==> config.mk <==
export PLATFORM = sky130hd
export DESIGN_NAME = spi_reg_slave
export DESIGN_NICKNAME = d
export VERILOG_FILES = /design/src/rtl/spi_reg_slave.sv
export SDC_FILE = /design/constraint.sdc
export NUM_CORES = 1
export LEC_CHECK = 0
export BUFFER_PORTS_ARGS = -buffer_cell sky130_fd_sc_hd__buf_4
export CORE_MARGIN = 4
export CORE_UTILIZATION = 55
export CTS_BUF_LIST = sky130_fd_sc_hd__clkbuf_4 sky130_fd_sc_hd__clkbuf_8
export CTS_CLUSTER_SIZE = 12
export DETAILED_ROUTE_END_ITERATION = 6
export GPL_TIMING_DRIVEN = 0
export PLACE_DENSITY = 0.78
export SYNTH_ARGS = -nofsm -noshare
export SYNTH_HDL_FRONTEND = slang
export SYNTH_SLANG_ARGS = --single-unit
==> constraint.sdc <==
create_clock -name spi_clk -period 3.7 [get_ports spi_clk]
set_input_delay 0.555 -clock spi_clk [delete_from_list [all_inputs] [get_ports spi_clk]]
set_output_delay 0.555 -clock spi_clk [all_outputs]
set_load 0.02 [all_outputs]
==> src/rtl/spi_reg_slave.sv <==
// ============================================================================
// spi_reg_slave : SPI slave with a parallel-readout register bank. Rev 1.0
// ============================================================================
`default_nettype none

module spi_reg_slave #(
  parameter int CMD_WIDTH  = 8,
  parameter int DATA_WIDTH = 8,
  parameter int ADDR_WIDTH = 3
) (
  input  logic                                     spi_clk,
  input  logic                                     rst_n,
  input  logic                                     spi_sel,
  input  logic                                     spi_mosi,
  output logic                                     spi_miso,
  output logic [(2**ADDR_WIDTH)*DATA_WIDTH-1:0]    reg_data
);

  localparam int c_FRAME = CMD_WIDTH + DATA_WIDTH;
  localparam int c_NREG  = 2**ADDR_WIDTH;
  localparam int c_CNT_W = $clog2(c_FRAME + 1);

  localparam logic [c_CNT_W-1:0] c_RD_BIT = c_CNT_W'(CMD_WIDTH - 1);
  localparam logic [c_CNT_W-1:0] c_DATA0  = c_CNT_W'(CMD_WIDTH);
  localparam logic [c_CNT_W-1:0] c_LAST   = c_CNT_W'(c_FRAME - 1);
  localparam logic [c_CNT_W-1:0] c_DONE   = c_CNT_W'(c_FRAME);

  // Frame state is held clear whenever the slave is deselected or in reset.
  logic w_clr;
  assign w_clr = ~rst_n | spi_sel;

  logic [c_CNT_W-1:0]             cnt_q,  cnt_d;
  logic [c_FRAME-2:0]             sin_q,  sin_d;
  logic [DATA_WIDTH-1:0]          sout_q, sout_d;
  logic                           rd_q,   rd_d;
  logic                           miso_q, miso_d;
  logic [c_NREG*DATA_WIDTH-1:0]   regs_q, regs_d;

  logic [c_FRAME-1:0]             w_frame;
  logic [CMD_WIDTH-1:0]           w_cmd;
  logic [ADDR_WIDTH-1:0]          w_rd_addr;
  logic [ADDR_WIDTH-1:0]          w_wr_addr;
  logic                           w_rd_load;
  logic                           w_wr_en;

  // Bits sampled so far plus the one being sampled on this falling edge.
  assign w_frame   = {sin_q, spi_mosi};
  assign w_cmd     = w_frame[CMD_WIDTH-1:0];
  assign w_rd_addr = w_cmd[CMD_WIDTH-2 -: ADDR_WIDTH];
  assign w_wr_addr = w_frame[c_FRAME-2 -: ADDR_WIDTH];
  assign w_rd_load = (cnt_q == c_RD_BIT) && !w_cmd[CMD_WIDTH-1];
  assign w_wr_en   = !spi_sel && (cnt_q == c_LAST) && w_frame[c_FRAME-1];

  always_comb begin
    cnt_d  = cnt_q;
    sin_d  = sin_q;
    sout_d = sout_q;
    rd_d   = rd_q;
    regs_d = regs_q;
    // Counter saturates after the last bit so extra clocks are ignored.
    if (cnt_q != c_DONE) begin
      cnt_d = cnt_q + 1'b1;
      sin_d = w_frame[c_FRAME-2:0];
    end
    if (w_rd_load) begin
      sout_d = regs_q[w_rd_addr*DATA_WIDTH +: DATA_WIDTH];
      rd_d   = 1'b1;
    end else if (rd_q) begin
      sout_d = {sout_q[DATA_WIDTH-2:0], 1'b0};
    end
    if (w_wr_en) begin
      regs_d[w_wr_addr*DATA_WIDTH +: DATA_WIDTH] = w_frame[DATA_WIDTH-1:0];
    end
    miso_d = (rd_q && (cnt_q >= c_DATA0) && (cnt_q < c_DONE)) ?
             sout_q[DATA_WIDTH-1] : 1'b0;
  end

  always_ff @(negedge spi_clk or posedge w_clr) begin
    if (w_clr) begin
      cnt_q  <= '0;
      sin_q  <= '0;
      sout_q <= '0;
      rd_q   <= 1'b0;
    end else begin
      cnt_q  <= cnt_d;
      sin_q  <= sin_d;
      sout_q <= sout_d;
      rd_q   <= rd_d;
    end
  end

  // MISO launches on the rising edge so the master sees it stable at sampling.
  always_ff @(posedge spi_clk or posedge w_clr) begin
    if (w_clr) begin
      miso_q <= 1'b0;
    end else begin
      miso_q <= miso_d;
    end
  end

  always_ff @(negedge spi_clk or negedge rst_n) begin
    if (!rst_n) begin
      regs_q <= '0;
    end else begin
      regs_q <= regs_d;
    end
  end

  assign spi_miso = miso_q;
  assign reg_data = regs_q;

endmodule

`default_nettype wire

==> flow_metrics.env <==
export IMPL_ios=69
export IMPL_startpoint_type="input pin"
export IMPL_viasPerCell=5.85
export IMPL_yosysTopAreaCell="dfrtn_1"
export IMPL_synth_seq_cells=94
export IMPL_path_delay_family="simple AND/OR/NAND/NOR gates"
export IMPL_clock_path_buffers=2
export IMPL_rsz0062_at_grt="no"
export IMPL_relSlewSlack_pct=44.6
export IMPL_syn_nets=417
export IMPL_place_inst=577
export IMPL_synth_area_leaders="dfrtn_1, mux2_2, nand2_1"
export IMPL_clkSinkCount=94
export IMPL_end_kind="flop"
export IMPL_synth_distinct_cells=43
export IMPL_num_vias=3463
export IMPL_drive_gt1_share_pct=33.9
export IMPL_placeableCoreArea_sq_um=7850
export IMPL_synth_edf_count=0
export IMPL_ys_flop_type="dfrtn_1"
export IMPL_cts_setup_buffers=0
export IMPL_yosys_top_cells_count="dfrtn_1, mux2_2, nand2_1"
export IMPL_final_nets=495
export IMPL_finClkSkew_ps=18.4
export IMPL_wl_um=12000
export IMPL_cts_clk_slew_worst_paths_ps=90
export IMPL_firstDrtPassIters=5
export IMPL_yosysWarnings=0
export IMPL_wl_met1_um=5050
export IMPL_critical_path_class="in -> reg"
export IMPL_grt_max_degree=66
export IMPL_syn2layout_area_growth_pct=19.5
export IMPL_required_ps=2040
export IMPL_grt_pass1_wl_um=19200
export IMPL_tightest_slew_ps=832
export IMPL_routedWlPerCell_um=20.3
export IMPL_drtIter0Drc=238
export IMPL_antenna_found_initial=0
export IMPL_hold_class="in -> async"
export IMPL_seq_area_frac_synth_pct=52.2
export IMPL_design_die_area_sq_um=9700
export IMPL_ir_worst_vdd_mv=0.178
export IMPL_rows=32
export IMPL_nFillCells=642
export IMPL_avgSynthCellArea_sq_um=11.1
export IMPL_ant_nets=0
export IMPL_die_h_um=98.5
export IMPL_cts_htree_levels=3
export IMPL_max_cap_violations=0
export IMPL_ctsHoldBuffers=0
export IMPL_syn_inst=407
export IMPL_status="finished clean"
export IMPL_grt_overflow=0
export IMPL_die_x_um=98.5
export IMPL_cts_tree="done"
export IMPL_synth_top_area_share_pct=51.7
export IMPL_wl_met2_um=5930
export IMPL_powerDensity_nw_per_um2=363
export IMPL_hold_viol=0
export IMPL_synth_most_common_cell="dfrtn_1"
export IMPL_insertion_delay_ps=360
export IMPL_diodes=0
export IMPL_drc_errors=0
export IMPL_start_util_pct=57.4
export IMPL_met3WireLength_um=801
export IMPL_dp_hpwl_um=8460
export IMPL_cts_buffers_inserted=9
export IMPL_crit_chain="buf_4, nand4bb_4, nand2b_4, nor2_2, mux2_2"
export IMPL_critPathMaxFanout=8
export IMPL_setup_viol=0
export IMPL_dpl_instance_area_sq_um=5160
export IMPL_slew_viol_final=0
export IMPL_leakage_nw=2.64
export IMPL_netlist_area_sq_um=4500
export IMPL_track_usage_pct=25.4
export IMPL_cts_root_buffer="clkbuf_8"
export IMPL_max_stage_delay_ps=420
export IMPL_port_buffers=68
export IMPL_final_cells=592
export IMPL_finalWeightedCongestion=0.872
export IMPL_async_flop_share_pct=100
export IMPL_crit_buf_inv=1
export IMPL_critPathSlowestCell="nor2_2"
export IMPL_postLayoutCellArea_sq_um=5380
export IMPL_grt_pass1_vias=3568
export IMPL_top_layer="met4"
export IMPL_cp_arrival_ps=2000
[logic make-up after synthesis]
kind of cell / count (synthesis) / synth area share, %
AOI/OAI and AO/OA: 76 / 10.2
xor gates and xnor gates: 3 / 0.583
adders and majority gates: 6 / 1.67
buffers and inverters: 51 / 5.00
DFF: 94 / 52.2
muxes: 68 / 16.6
and+or+nand+nor: 109 / 13.7
[cell usage in the layout, fill, tap and decap left out, drive strengths merged, types with 5 or more instances in the layout]
cell and count:
o22ai 6, mux2i 16, nor2 5, nand3 9, a211oi 6, dfrtn 93
buf 83, ha 6, inv 24, nand4 9, nand2 50, o21ai 46
a21oi 6, mux2 52, clkbuf 21, nor2b 18, a221o 6
[final timing paths]
path / startpoint / to / slack [ps] / depth (start not counted)
setup / recovery: spi_sel / reg_data[40] / 40 / 5
hold / removal: spi_sel / spi_miso / 340 / 2
setup reg to reg: rd_q / spi_miso / 630 / 2
hold reg to reg: sin_q[7] / sin_q[8] / 450 / 1
max in group asynchronous: rst_n / sin_q[2] / 520 / 2
min in group spi_clk: sin_q[7] / sin_q[8] / 450 / 1
[metrics by stage]
stage,util (%),setup WS [ps],total power [mW],setup TNS [ps],hold slack (ps)
2_1_floorplan,-,27.2,1.18,0,433
6_report,68.6,44.7,1.95,0,338
3_3_place_gp,65.6,-873,1.25,-37200,444
3_5_place_dp,65.7,-327,1.25,-21570,456
4_1_cts,68.4,38.0,1.96,0,457
5_1_grt,68.6,19.9,2.03,0,349
[state kept, by name, summed over array words and instances, names as in the netlist]
| signal | flops |
|---|---|
| reg_data | 64 |
| rd_q | 1 |
| sout_q | 8 |
| cnt_q | 5 |
| sin_q | 15 |
| spi_miso | 1 |
[routing by layer]
layer,global-route usage [%],vias to the layer above
met5,0,-
met2,41.1,138
met1,35.3,1725
met4,9.35,0
li1,-,1581
met3,3.47,19
[area by class of cell]
class                           instances  area (sq um)  share of cell area, %
Clock inverter                          5          57.6                   1.07
Tap cell                              102           128                   2.37
Timing Repair Buffer                   68           510                   9.48
Clock buffer                           11           151                   2.81
Multi-Input combinational cell        263          1960                   36.5
Inverter                               24          90.1                   1.67
Buffer                                 25           131                   2.44
Sequential cell                        94          2350                   43.7
[power by group]
part	internal (mW)	leakage, nW	switching (mW)	total, mW
logic	0.0579	1.33	0.119	0.176
clock network	0.350	0.109	0.363	0.713
registers	1.05	1.20	0.0158	1.06
[what timing repair did]
action	in CTS	in global routing
setup endpoints to repair	0	37
resized for setup	0	6
endpoints found under the hold margin	0	0
No activity file was read; power rests on OpenSTA's default activity.
